`config.mk`:
```
export PLATFORM = sky130hd
export DESIGN_NAME = video_mode_switcher
export DESIGN_NICKNAME = d
export VERILOG_FILES = /design/src/rtl/video_pkg.sv /design/src/rtl/video_mode_switcher.sv
export SDC_FILE = /design/constraint.sdc
export NUM_CORES = 1
export LEC_CHECK = 0
export ABC_AREA = 1
export ABC_CLOCK_PERIOD_IN_PS = 2500
export CAP_MARGIN = 20
export CORE_UTILIZATION = 30
export DETAILED_ROUTE_END_ITERATION = 10
export GPL_TIMING_DRIVEN = 0
export SYNTH_ARGS = -nofsm -noshare
export SYNTH_HDL_FRONTEND = slang
export SYNTH_SLANG_ARGS = --single-unit
```
`constraint.sdc`:
```
create_clock -name clock -period 2.5 [get_ports clock]
set_clock_uncertainty 0.15 [all_clocks]
set_input_delay 0.625 -clock clock [delete_from_list [all_inputs] [get_ports clock]]
set_output_delay 0.625 -clock clock [all_outputs]
set_load 0.05 [all_outputs]
```
`src/rtl/video_pkg.sv`:
```
// Shared video types: mode descriptor, power-on default mode and mode-switch FSM states.
package video_pkg;

   localparam int unsigned COORD_W = 12;
   localparam int unsigned MODE_ID_W = 4;

   typedef struct packed {
      logic [MODE_ID_W-1:0] id;
      logic [COORD_W-1:0]   h_total;
      logic [COORD_W-1:0]   v_total;
   } VideoMode;

   localparam VideoMode DEFAULT_MODE = '{id: 4'd0, h_total: 12'd800, v_total: 12'd525};

   typedef enum logic [2:0] {
      IDLE       = 3'd0,
      WAIT_FRAME = 3'd1,
      PLL_REQ    = 3'd2,
      PLL_LOCK   = 3'd3,
      SETTLE     = 3'd4,
      RELEASE    = 3'd5
   } ModeSwitchState;

endpackage

```
`src/rtl/video_mode_switcher.sv`:
```
// Sequences a glitch-free video mode change: frame end, blank, PLL reconfig, lock, settle, release.
// Optional PLL watchdog with fallback to DEFAULT_MODE: define MODE_SWITCH_PLL_TIMEOUT_EN.
module video_mode_switcher
   import video_pkg::*;
#(
   parameter int unsigned SETTLE_CYCLES = 1024,
   parameter int unsigned PLL_TIMEOUT   = 1048576
) (
   input  logic               clock,
   input  logic               reset,
   input  logic               mode_req,
   input  VideoMode           mode_in,
   output logic               mode_ack,
   output logic               busy,
   input  logic [COORD_W-1:0] counterX,
   input  logic [COORD_W-1:0] counterY,
   output VideoMode           videoMode,
   output logic               timing_reset,
   output logic               blank,
   output VideoMode           pll_mode,
   output logic               pll_reconf_req,
   input  logic               pll_reconf_ack,
   input  logic               pll_locked,
   output logic               mode_err
);

   localparam int unsigned SETTLE_W = (SETTLE_CYCLES > 1) ? $clog2(SETTLE_CYCLES) : 1;

   // Zero-length waits would make the counters wrap; reject them at elaboration.
   if (SETTLE_CYCLES == 0 || PLL_TIMEOUT == 0) begin : g_bad_param
      $error("video_mode_switcher: SETTLE_CYCLES and PLL_TIMEOUT must be non-zero");
   end

   ModeSwitchState      state, state_nxt;
   logic [SETTLE_W-1:0] settle_cnt, settle_cnt_nxt;
   logic                ack_pending, ack_pending_nxt;
   logic                mode_ack_nxt, busy_nxt, req_nxt;
   logic                blank_nxt, timing_reset_nxt;
   VideoMode            video_mode_nxt, pll_mode_nxt;
   logic                frame_end_c, settle_done_c, timeout_c;

   assign frame_end_c   = (counterX == videoMode.h_total - 12'd1) &&
                          (counterY == videoMode.v_total - 12'd1);
   assign settle_done_c = (settle_cnt == SETTLE_W'(SETTLE_CYCLES - 1));

`ifdef MODE_SWITCH_PLL_TIMEOUT_EN
   localparam int unsigned TO_W = (PLL_TIMEOUT > 1) ? $clog2(PLL_TIMEOUT) : 1;

   logic [TO_W-1:0] to_cnt, to_cnt_nxt;
   logic            mode_err_nxt;

   assign timeout_c = ((state == PLL_REQ) || (state == PLL_LOCK)) &&
                      (to_cnt == TO_W'(PLL_TIMEOUT - 1));

   // Watchdog only runs while waiting on the PLL; restarts on every fallback attempt.
   always_comb begin
      to_cnt_nxt = '0;
      if (((state == PLL_REQ) || (state == PLL_LOCK)) && !timeout_c)
         to_cnt_nxt = to_cnt + TO_W'(1);
   end

   always_ff @(posedge clock) begin
      if (reset) begin
         to_cnt   <= '0;
         mode_err <= 1'b0;
      end else begin
         to_cnt   <= to_cnt_nxt;
         mode_err <= mode_err_nxt;
      end
   end
`else
   assign timeout_c = 1'b0;
   assign mode_err  = 1'b0;
`endif

   // State and output registers.
   always_ff @(posedge clock) begin
      if (reset) begin
         state          <= PLL_LOCK;
         settle_cnt     <= '0;
         ack_pending    <= 1'b0;
         mode_ack       <= 1'b0;
         busy           <= 1'b1;
         pll_reconf_req <= 1'b0;
         blank          <= 1'b1;
         timing_reset   <= 1'b1;
         videoMode      <= DEFAULT_MODE;
         pll_mode       <= DEFAULT_MODE;
      end else begin
         state          <= state_nxt;
         settle_cnt     <= settle_cnt_nxt;
         ack_pending    <= ack_pending_nxt;
         mode_ack       <= mode_ack_nxt;
         busy           <= busy_nxt;
         pll_reconf_req <= req_nxt;
         blank          <= blank_nxt;
         timing_reset   <= timing_reset_nxt;
         videoMode      <= video_mode_nxt;
         pll_mode       <= pll_mode_nxt;
      end
   end

   // Next-state logic; lock loss in IDLE takes priority over a pending request.
   always_comb begin
      state_nxt = state;
      unique case (state)
         IDLE: begin
            if (!pll_locked)
               state_nxt = PLL_LOCK;
            else if (mode_req && (mode_in != videoMode))
               state_nxt = WAIT_FRAME;
         end
         WAIT_FRAME: if (frame_end_c)    state_nxt = PLL_REQ;
         PLL_REQ:    if (pll_reconf_ack) state_nxt = PLL_LOCK;
         PLL_LOCK:   if (pll_locked)     state_nxt = SETTLE;
         SETTLE: begin
            if (!pll_locked)
               state_nxt = PLL_LOCK;
            else if (settle_done_c)
               state_nxt = RELEASE;
         end
         RELEASE:    state_nxt = IDLE;
         default:    state_nxt = IDLE;
      endcase
      if (timeout_c)
         state_nxt = PLL_REQ;
   end

   // Output / datapath next values.
   always_comb begin
      settle_cnt_nxt   = settle_cnt;
      ack_pending_nxt  = ack_pending;
      mode_ack_nxt     = 1'b0;
      blank_nxt        = blank;
      timing_reset_nxt = timing_reset;
      video_mode_nxt   = videoMode;
      pll_mode_nxt     = pll_mode;
`ifdef MODE_SWITCH_PLL_TIMEOUT_EN
      mode_err_nxt     = mode_err;
`endif
      unique case (state)
         IDLE: begin
            if (!pll_locked) begin
               blank_nxt        = 1'b1;
               timing_reset_nxt = 1'b1;
               ack_pending_nxt  = 1'b0;
            end else if (mode_req) begin
               if (mode_in == videoMode) begin
                  mode_ack_nxt = 1'b1;
               end else begin
                  pll_mode_nxt    = mode_in;
                  ack_pending_nxt = 1'b1;
`ifdef MODE_SWITCH_PLL_TIMEOUT_EN
                  mode_err_nxt    = 1'b0;
`endif
               end
            end
         end
         WAIT_FRAME: begin
            if (frame_end_c) begin
               blank_nxt        = 1'b1;
               timing_reset_nxt = 1'b1;
            end
         end
         PLL_LOCK: if (pll_locked) settle_cnt_nxt = '0;
         SETTLE: begin
            if (pll_locked) begin
               if (settle_done_c)
                  video_mode_nxt = pll_mode;
               else
                  settle_cnt_nxt = settle_cnt + SETTLE_W'(1);
            end
         end
         RELEASE: begin
            blank_nxt        = 1'b0;
            timing_reset_nxt = 1'b0;
            mode_ack_nxt     = ack_pending;
            ack_pending_nxt  = 1'b0;
         end
         default: ;
      endcase
      if (timeout_c) begin
         pll_mode_nxt = DEFAULT_MODE;
`ifdef MODE_SWITCH_PLL_TIMEOUT_EN
         mode_err_nxt = 1'b1;
`endif
      end
   end

   assign busy_nxt = (state_nxt != IDLE);
   assign req_nxt  = (state_nxt == PLL_REQ);

endmodule

```
==> metrics.cfg, run 1 <==
[worst_setup_path]
reg2reg_slack_ps=190
r2r-start=videoMode[1]$_SDFFE_PP0P_
cp.depth=1
cp_cell_sequence=clkdlybuf4s50_1
r2r_end=pll_reconf_req$_SDFF_PP0_
cp_slowest_cell=clkdlybuf4s50_1
rr_worst_depth=15
cpPeakStageDelay_ps=860
crit_end=videoMode[6]
worst_setup_path_end_kind=primary output
worst-path-max-fanout=6
cp-startpoint=videoMode[6]$_SDFFE_PP0P_
cpLargestDelayFamily=buffers and inverters
crit_buf_inv=1
crit_required_ps=1730
worst_ep_arrival_time_ps=1680
cp-start-kind=register
criticalPathCategory=reg -> out

[layout]
diodes=0
syn_to_final_growth_pct=42.0
fillers=1488
fin_util_pct=44.4
finalNonFillerCells=980
nets=855
drive_above_1_share_pct=11.1

[timing]
setup_violations=0
fmax_mhz=407
final.setup.tns_ps=0
hold_violations=0
maxSlewHeadroom_pct=57.6
rsz0062_at_grt=yes
tightest_slew_ps=637
drv_slew=0
min_period_ps=2460
fin_ws_ps=43.7
period_share_pct=98.3

[drt]
drc_errors=0
drt-total-wl_um=13800
detailedRoute.firstPassIterationCount=4
num_vias=4511
vias_per_cell=4.60
final_antenna_net_count=0
routedWlPerCell_um=14.1
dr.first_iter.drc_count=265

[place]
place_inst=963
gp_congestion=0.835
dp_slack_ps=-419
portBuffers=117
hpwl_um=10700

[floorplanning]
die_area_sq_um=15200
die_h_um=123
num_rows=43
core-area_sq_um=14100
io_pins=119
initial_core_util_pct=31.3
dieWidth_um=123

[clock_tree]
cts_hold_buf=0
clockRootBuffer=clkbuf_16
cts_tree=yes
htreeDepth=3
cts.path.max_buffers=2
clock_latency_ps=350
cts_sinks=74
cts-buffers-inserted=9
clk_pin_slew_ps=60

[pwr]
pwr_density_cell_nw_per_um2=508
power.internal_mw=2.40
vdd_drop_max_uv=345
leakage_nw=2.87
p_sw_mw=0.782
p_sw_share_pct=24.6
pwr-share-clk_pct=47.7
p_comb_share_pct=13.8
seqPwrFrac_pct=38.5

[yosys]
syn_area_per_cell_sq_um=6.62
yosysTopAreaCell=dfxtp_1
synth_common_cells=nand2_1, nor2_1, dfxtp_1, inv_1, nand3_1
ys_top_cells_by_area=dfxtp_1, nand2_1, nor2_1
yosysMostFrequentCell=nand2_1
ys.flop_type=dfxtp_1
synth-seq-cells=74
synth_edf_count=0
async_reset_ff_share_pct=0
synth_cells=666
synth.yosys.seq_area_share_pct=33.6
syn_area_sq_um=4410
ys_warn_count=0
netlist.area_leader.share_pct=33.6
syn_nets=726
yosysUniqueCellTypes=40

[global_route]
antenna_found_initial=0
grt_overflow=0
grt_usage_pct=18.9
grt_pass1_vias=4175
grt_max_degree=13
grt_pass1_wl_um=21500

[status]
status=finished, final reports clean

[hold_path]
hp-class=reg -> reg

[job]
cap_violations=0

-- cell type report --
type | count | area [sq um] | area share [%]
Multi-Input combinational cell | 497 | 2570 | 41.0
Clock inverter | 4 | 98.8 | 1.58
Timing Repair Buffer | 118 | 1210 | 19.3
Clock buffer | 12 | 246 | 3.94
Inverter | 75 | 284 | 4.54
Buffer | 20 | 146 | 2.34
Sequential cell | 74 | 1490 | 23.7
Tap cell | 180 | 225 | 3.60
-- worst min-delay path by stage --
| stage | from | depth (start not counted) | end | slack, ps |
|---|---|---|---|---|
| 2_1_floorplan | ack_pending$_SDFFE_PP0P_ | 2 | mode_ack$_SDFF_PP0_ | 290 |
| 3_3_place_gp | ack_pending$_SDFFE_PP0P_ | 2 | mode_ack$_SDFF_PP0_ | 310 |
| 3_5_place_dp | ack_pending$_SDFFE_PP0P_ | 2 | mode_ack$_SDFF_PP0_ | 310 |
| 4_1_cts | ack_pending$_SDFFE_PP0P_ | 2 | mode_ack$_SDFF_PP0_ | 320 |
| 5_1_grt | ack_pending$_SDFFE_PP0P_ | 2 | mode_ack$_SDFF_PP0_ | 360 |
| 6_report | ack_pending$_SDFFE_PP0P_ | 2 | mode_ack$_SDFF_PP0_ | 310 |
-- state kept, by name (all words and copies together) (netlist names) --
signal          flops
busy                1
mode_ack            1
settle_cnt         10
ack_pending         1
state               3
videoMode          28
blank               1
pll_reconf_req      1
pll_mode           28
-- stage by stage --
stage / power (mW) / instance area (sq um) / hold slack, ps
finish: 3.18 / 6260 / 314
global placement: 1.68 / 5800 / 310
detailed placement: 1.69 / 5800 / 306
CTS: 3.19 / 6170 / 319
floorplan: 1.49 / 4410 / 290
global route: 3.28 / 6260 / 355
-- cell usage in the layout (no fill, tap or decap), types with 3 or more instances in the layout --
| cell | n |
|---|---|
| nand2_1 | 153 |
| nor2_1 | 125 |
| clkdlybuf4s50_1 | 103 |
| dfxtp_1 | 71 |
| inv_1 | 65 |
| nand3_1 | 39 |
| o21ai_0 | 31 |
| a211oi_1 | 18 |
| xnor2_1 | 15 |
| xor2_1 | 15 |
| dlymetal6s2s_1 | 12 |
| nor2_2 | 11 |
| nand4_1 | 10 |
| inv_2 | 9 |
| clkbuf_1 | 9 |
| clkbuf_16 | 9 |
| a21oi_1 | 8 |
| nand2_2 | 8 |
| or2_2 | 7 |
| o211ai_1 | 7 |
| nor2_4 | 6 |
| buf_6 | 6 |
| or2_1 | 5 |
| nor3_2 | 4 |
| buf_4 | 4 |
| o21ai_1 | 4 |
| nand3b_1 | 4 |
| buf_2 | 3 |
| nand3_2 | 3 |
| o21bai_1 | 3 |
| bufinv_16 | 3 |
| dfxtp_2 | 3 |
-- per-layer routing --
| metal | part of all wire [%] | up-vias | GRT usage [%] |
|---|---|---|---|
| met5 | 0 | - | 0 |
| met4 | 1.1 | 0 | 5.57 |
| met3 | 6.8 | 10 | 3.41 |
| met2 | 43 | 130 | 29.6 |
| met1 | 49 | 1995 | 26.3 |
| li1 | - | 2376 | - |
-- power by group through the flow --
stage | combinational [mW] | sequential [mW] | clock (mW)
after floorplan | 0.181 | 1.31 | 0
after global placement | 0.433 | 1.25 | 0
after detailed placement | 0.434 | 1.25 | 0
after CTS | 0.439 | 1.23 | 1.53
after global routing | 0.478 | 1.23 | 1.58
final | 0.439 | 1.22 | 1.51
-- what timing repair did --
item / in CTS / in global routing
gates resized for setup: 6 / 32
setup buffers: 1 / 0
pin swaps: 5 / 10
setup endpoints to repair: 23 / 35
hold endpoints to repair: 0 / 0
-- cell families (layout without fill, tap and decap cells) --
| logic type | after synthesis | in the layout | synth area share (%) |
|---|---|---|---|
| XOR/XNOR | 32 | 32 | 6.70 |
| AND/OR/NAND/NOR | 381 | 381 | 37.7 |
| other | 1 | 1 | 0.0851 |
| buffers and inverters | 95 | 229 | 9.77 |
| AO/OA/AOI/OAI | 80 | 80 | 11.3 |
| adder cells (fa/ha/maj) | 3 | 3 | 0.852 |
| flip-flops | 74 | 74 | 33.6 |
Note: power is estimated with default switching activity, not from simulation.
==> run 2, diff against run 1 <==
--- a/config.mk
+++ b/config.mk
@@ -14,3 +14,4 @@
 export SYNTH_ARGS = -nofsm -noshare
 export SYNTH_HDL_FRONTEND = slang
 export SYNTH_SLANG_ARGS = --single-unit
+export TNS_END_PERCENT = 50
==> constraint.sdc (replaced) <==
create_clock -name clock -period 2.5 [get_ports clock]
set_clock_uncertainty 0.15 [all_clocks]
set_input_delay 0.5 -clock clock [delete_from_list [all_inputs] [get_ports clock]]
set_output_delay 0.5 -clock clock [all_outputs]
set_load 0.05 [all_outputs]
==> run 2 against run 1 <==
Net effect: register-to-register slack better by 20 ps; sequential share of layout area up 0.17 points; wire length fell by 1.0%; die area did not move; combinational power about the same; global-route usage about the same; critical path type is now in -> reg; largest cell class unchanged.
==> metrics.cfg, run 2 (same netlist as run 1, synthesis figures left out) <==
[layout]
finalNonFillerCells=980  ; unchanged
diodes=0  ; unchanged
layout_commonest_cell=nand2_1
drive_above_1_share_pct=10.5  ; -0.63 points
fin_util_pct=44.1  ; -0.32 points
design_area_sq_um=6210  ; -0.72%
reg_top3=pll_mode (28), videoMode (28), settle_cnt (10)
final_cell_mix=nand2_1, nor2_1, clkdlybuf4s50_1, dfxtp_1, inv_1
nets=855  ; unchanged
syn_to_final_growth_pct=41.0

[hold_path]
min_from=ack_pending$_SDFFE_PP0P_
whs_path_depth=2  ; unchanged
worstHoldEndpoint=mode_ack$_SDFF_PP0_
hp-class=reg -> reg

[timing]
maxSlewHeadroom_pct=60.6  ; +3.1 points
setup_violations=0  ; unchanged
hold_violations=0  ; unchanged
period_share_pct=96.0  ; -2.3 points
min_period_ps=2400  ; -57.4 ps
fmax_mhz=417  ; +2.4%
drv_slew=0  ; unchanged
hold_slack_ps=316  ; +1.32 ps
tightest_slew_ps=591  ; -45.8 ps

[worst_setup_path]
cp_cell_sequence=clkdlybuf4s50_1 > xor2_1 > nor2_1 > nand4_1 > nor3_2 > nand2_2 > nand2_2 > nor2_4 > buf_6 > buf_8 > nand2_1 > o211ai_2
criticalPathCategory=in -> reg
cpLargestDelayFamily=simple AND/OR/NAND/NOR gates
crit_buf_inv=3  ; +2
cp_slowest_cell=clkdlybuf4s50_1
worst_setup_path_end_kind=register
r2r_end=pll_reconf_req$_SDFF_PP0_
reg2reg_slack_ps=210  ; +20 ps
crit_required_ps=2550  ; +820 ps
rr_worst_depth=15  ; unchanged
cpPeakStageDelay_ps=450  ; -410 ps
cpMostUsedCell=nand2_2
worst_ep_arrival_time_ps=2450  ; +770 ps
r2r-start=videoMode[1]$_SDFFE_PP0P_
worst-path-max-fanout=10  ; +4
cp-start-kind=input pin

[floorplanning]
die_area_sq_um=15200  ; unchanged
die_h_um=123  ; unchanged
dieWidth_um=123  ; unchanged
core-area_sq_um=14100  ; unchanged
initial_core_util_pct=31.3  ; unchanged
io_pins=119  ; unchanged
num_rows=43  ; unchanged

[drt]
met3_wirelength_um=928  ; -1.5%
num_vias=4531  ; +0.44%
detailedRoute.firstPassIterationCount=4  ; unchanged
vias_per_cell=4.62  ; +0.44%
drc_errors=0  ; unchanged
routedLengthMet1_um=6650  ; -1.5%
final_antenna_net_count=0  ; unchanged
drt-total-wl_um=13700  ; -1.0%
dr.first_iter.drc_count=246  ; -7.2%
maxUsedRoutingLayer=met4
routedWlPerCell_um=14.0  ; -1.0%
wl_met2_um=5960  ; -0.40%

[pwr]
power_mw=3.17  ; -0.28%
pwr-share-clk_pct=47.5  ; -0.2 points
pwr_density_cell_nw_per_um2=510  ; +0.44%
p_sw_share_pct=24.3  ; -0.26 points
power.internal_mw=2.40  ; about the same
leakage_nw=2.77  ; -3.3%
seqPwrFrac_pct=38.6  ; about the same
p_sw_mw=0.771  ; -1.3%
vdd_drop_max_uv=345  ; about the same
p_comb_share_pct=13.8  ; about the same

[clock_tree]
cts_sinks=74  ; unchanged
clk_pin_slew_ps=50  ; about the same
clockRootBuffer=clkbuf_16
cts_tree=yes
htreeDepth=3  ; unchanged
cts-buffers-inserted=9  ; unchanged
cts_hold_buf=0  ; unchanged
clock_latency_ps=340  ; about the same
cts.path.max_buffers=2  ; unchanged

[global_route]
grt_pass1_wl_um=21500  ; -0.19%
antenna_found_initial=0  ; unchanged
grt_pass1_vias=4172  ; -0.072%
grt_overflow=0  ; unchanged
grt_usage_pct=18.8  ; -0.043 points
grt_max_degree=13  ; unchanged

[place]
hpwl_um=10700  ; unchanged
gp_congestion=0.835  ; unchanged
placed_area_sq_um=5800  ; unchanged
place_inst=963  ; unchanged
portBuffers=117  ; unchanged

[job]
cap_violations=0  ; unchanged

[status]
status=finished, final reports clean

[run 2: per-stage QoR]
step	setup WS [ps]	setup TNS (ps)
detailed placement	-294	-7290
global route	-2.29	-2.29
floorplan	126	0
CTS	41.6	0
finish	101	0
global placement	-265	-6500
[run 2: layout make-up]
type	instances	area (sq um)
inverters	75	284
flip-flops and latches	74	1490
repair buffers	118	1180
plain buffers	20	146
fillers	1492	7880
clock buffers	12	246
multi-input cells	497	2540
clock inverters	4	98.8
well taps	180	225
[run 2: routing by layer]
metal,vias up,track usage (%)
met5,-,0
met2,132,29.6
met4,0,5.42
li1,2374,-
met1,2014,26.2
met3,11,3.41
[run 2: worst max-delay path by stage]
stage	from	endpoint	slack, ps	depth (start not counted)
floorplan	videoMode[12]$_SDFFE_PP0P_	state[0]$_SDFF_PP1_	130	15
global placement	mode_in[12]	pll_mode[9]$_SDFFE_PP1P_	-270	14
detailed placement	mode_in[12]	pll_mode[3]$_SDFFE_PP1P_	-290	14
CTS	videoMode[0]$_SDFFE_PP1P_	pll_reconf_req$_SDFF_PP0_	40	15
global route	mode_in[15]	pll_mode[20]$_SDFFE_PP1P_	-2	12
finish	mode_in[15]	pll_mode[9]$_SDFFE_PP1P_	100	12
[run 2: power by group through the flow]
stage / clock network [mW] / logic, mW / registers (mW)
final: 1.51 / 0.439 / 1.22
after global routing: 1.58 / 0.478 / 1.23
after CTS: 1.53 / 0.438 / 1.23
after detailed placement: 0 / 0.434 / 1.25
after global placement: 0 / 0.433 / 1.25
after floorplan: 0 / 0.181 / 1.31
[run 2: timing repair]
action	CTS	global route
pin swaps	0	7
buffers inserted	0	1
hold endpoints to repair	0	0
gates resized for setup	1	20
endpoints found under the setup margin	2	34
[run 2: worst register-to-register path, cell delays in order (launching register included)]
cell,delay (ps)
dfxtp_1,390
inv_1,80
ha_1,290
or2_2,100
nand2_1,70
nor2_4,170
nand3_1,110
nor2_1,100
nand3_1,70
nor2_1,100
nand2_1,70
nor2_1,130
nand3_1,110
nand2_1,100
nand2_1,70
nor2_1,100
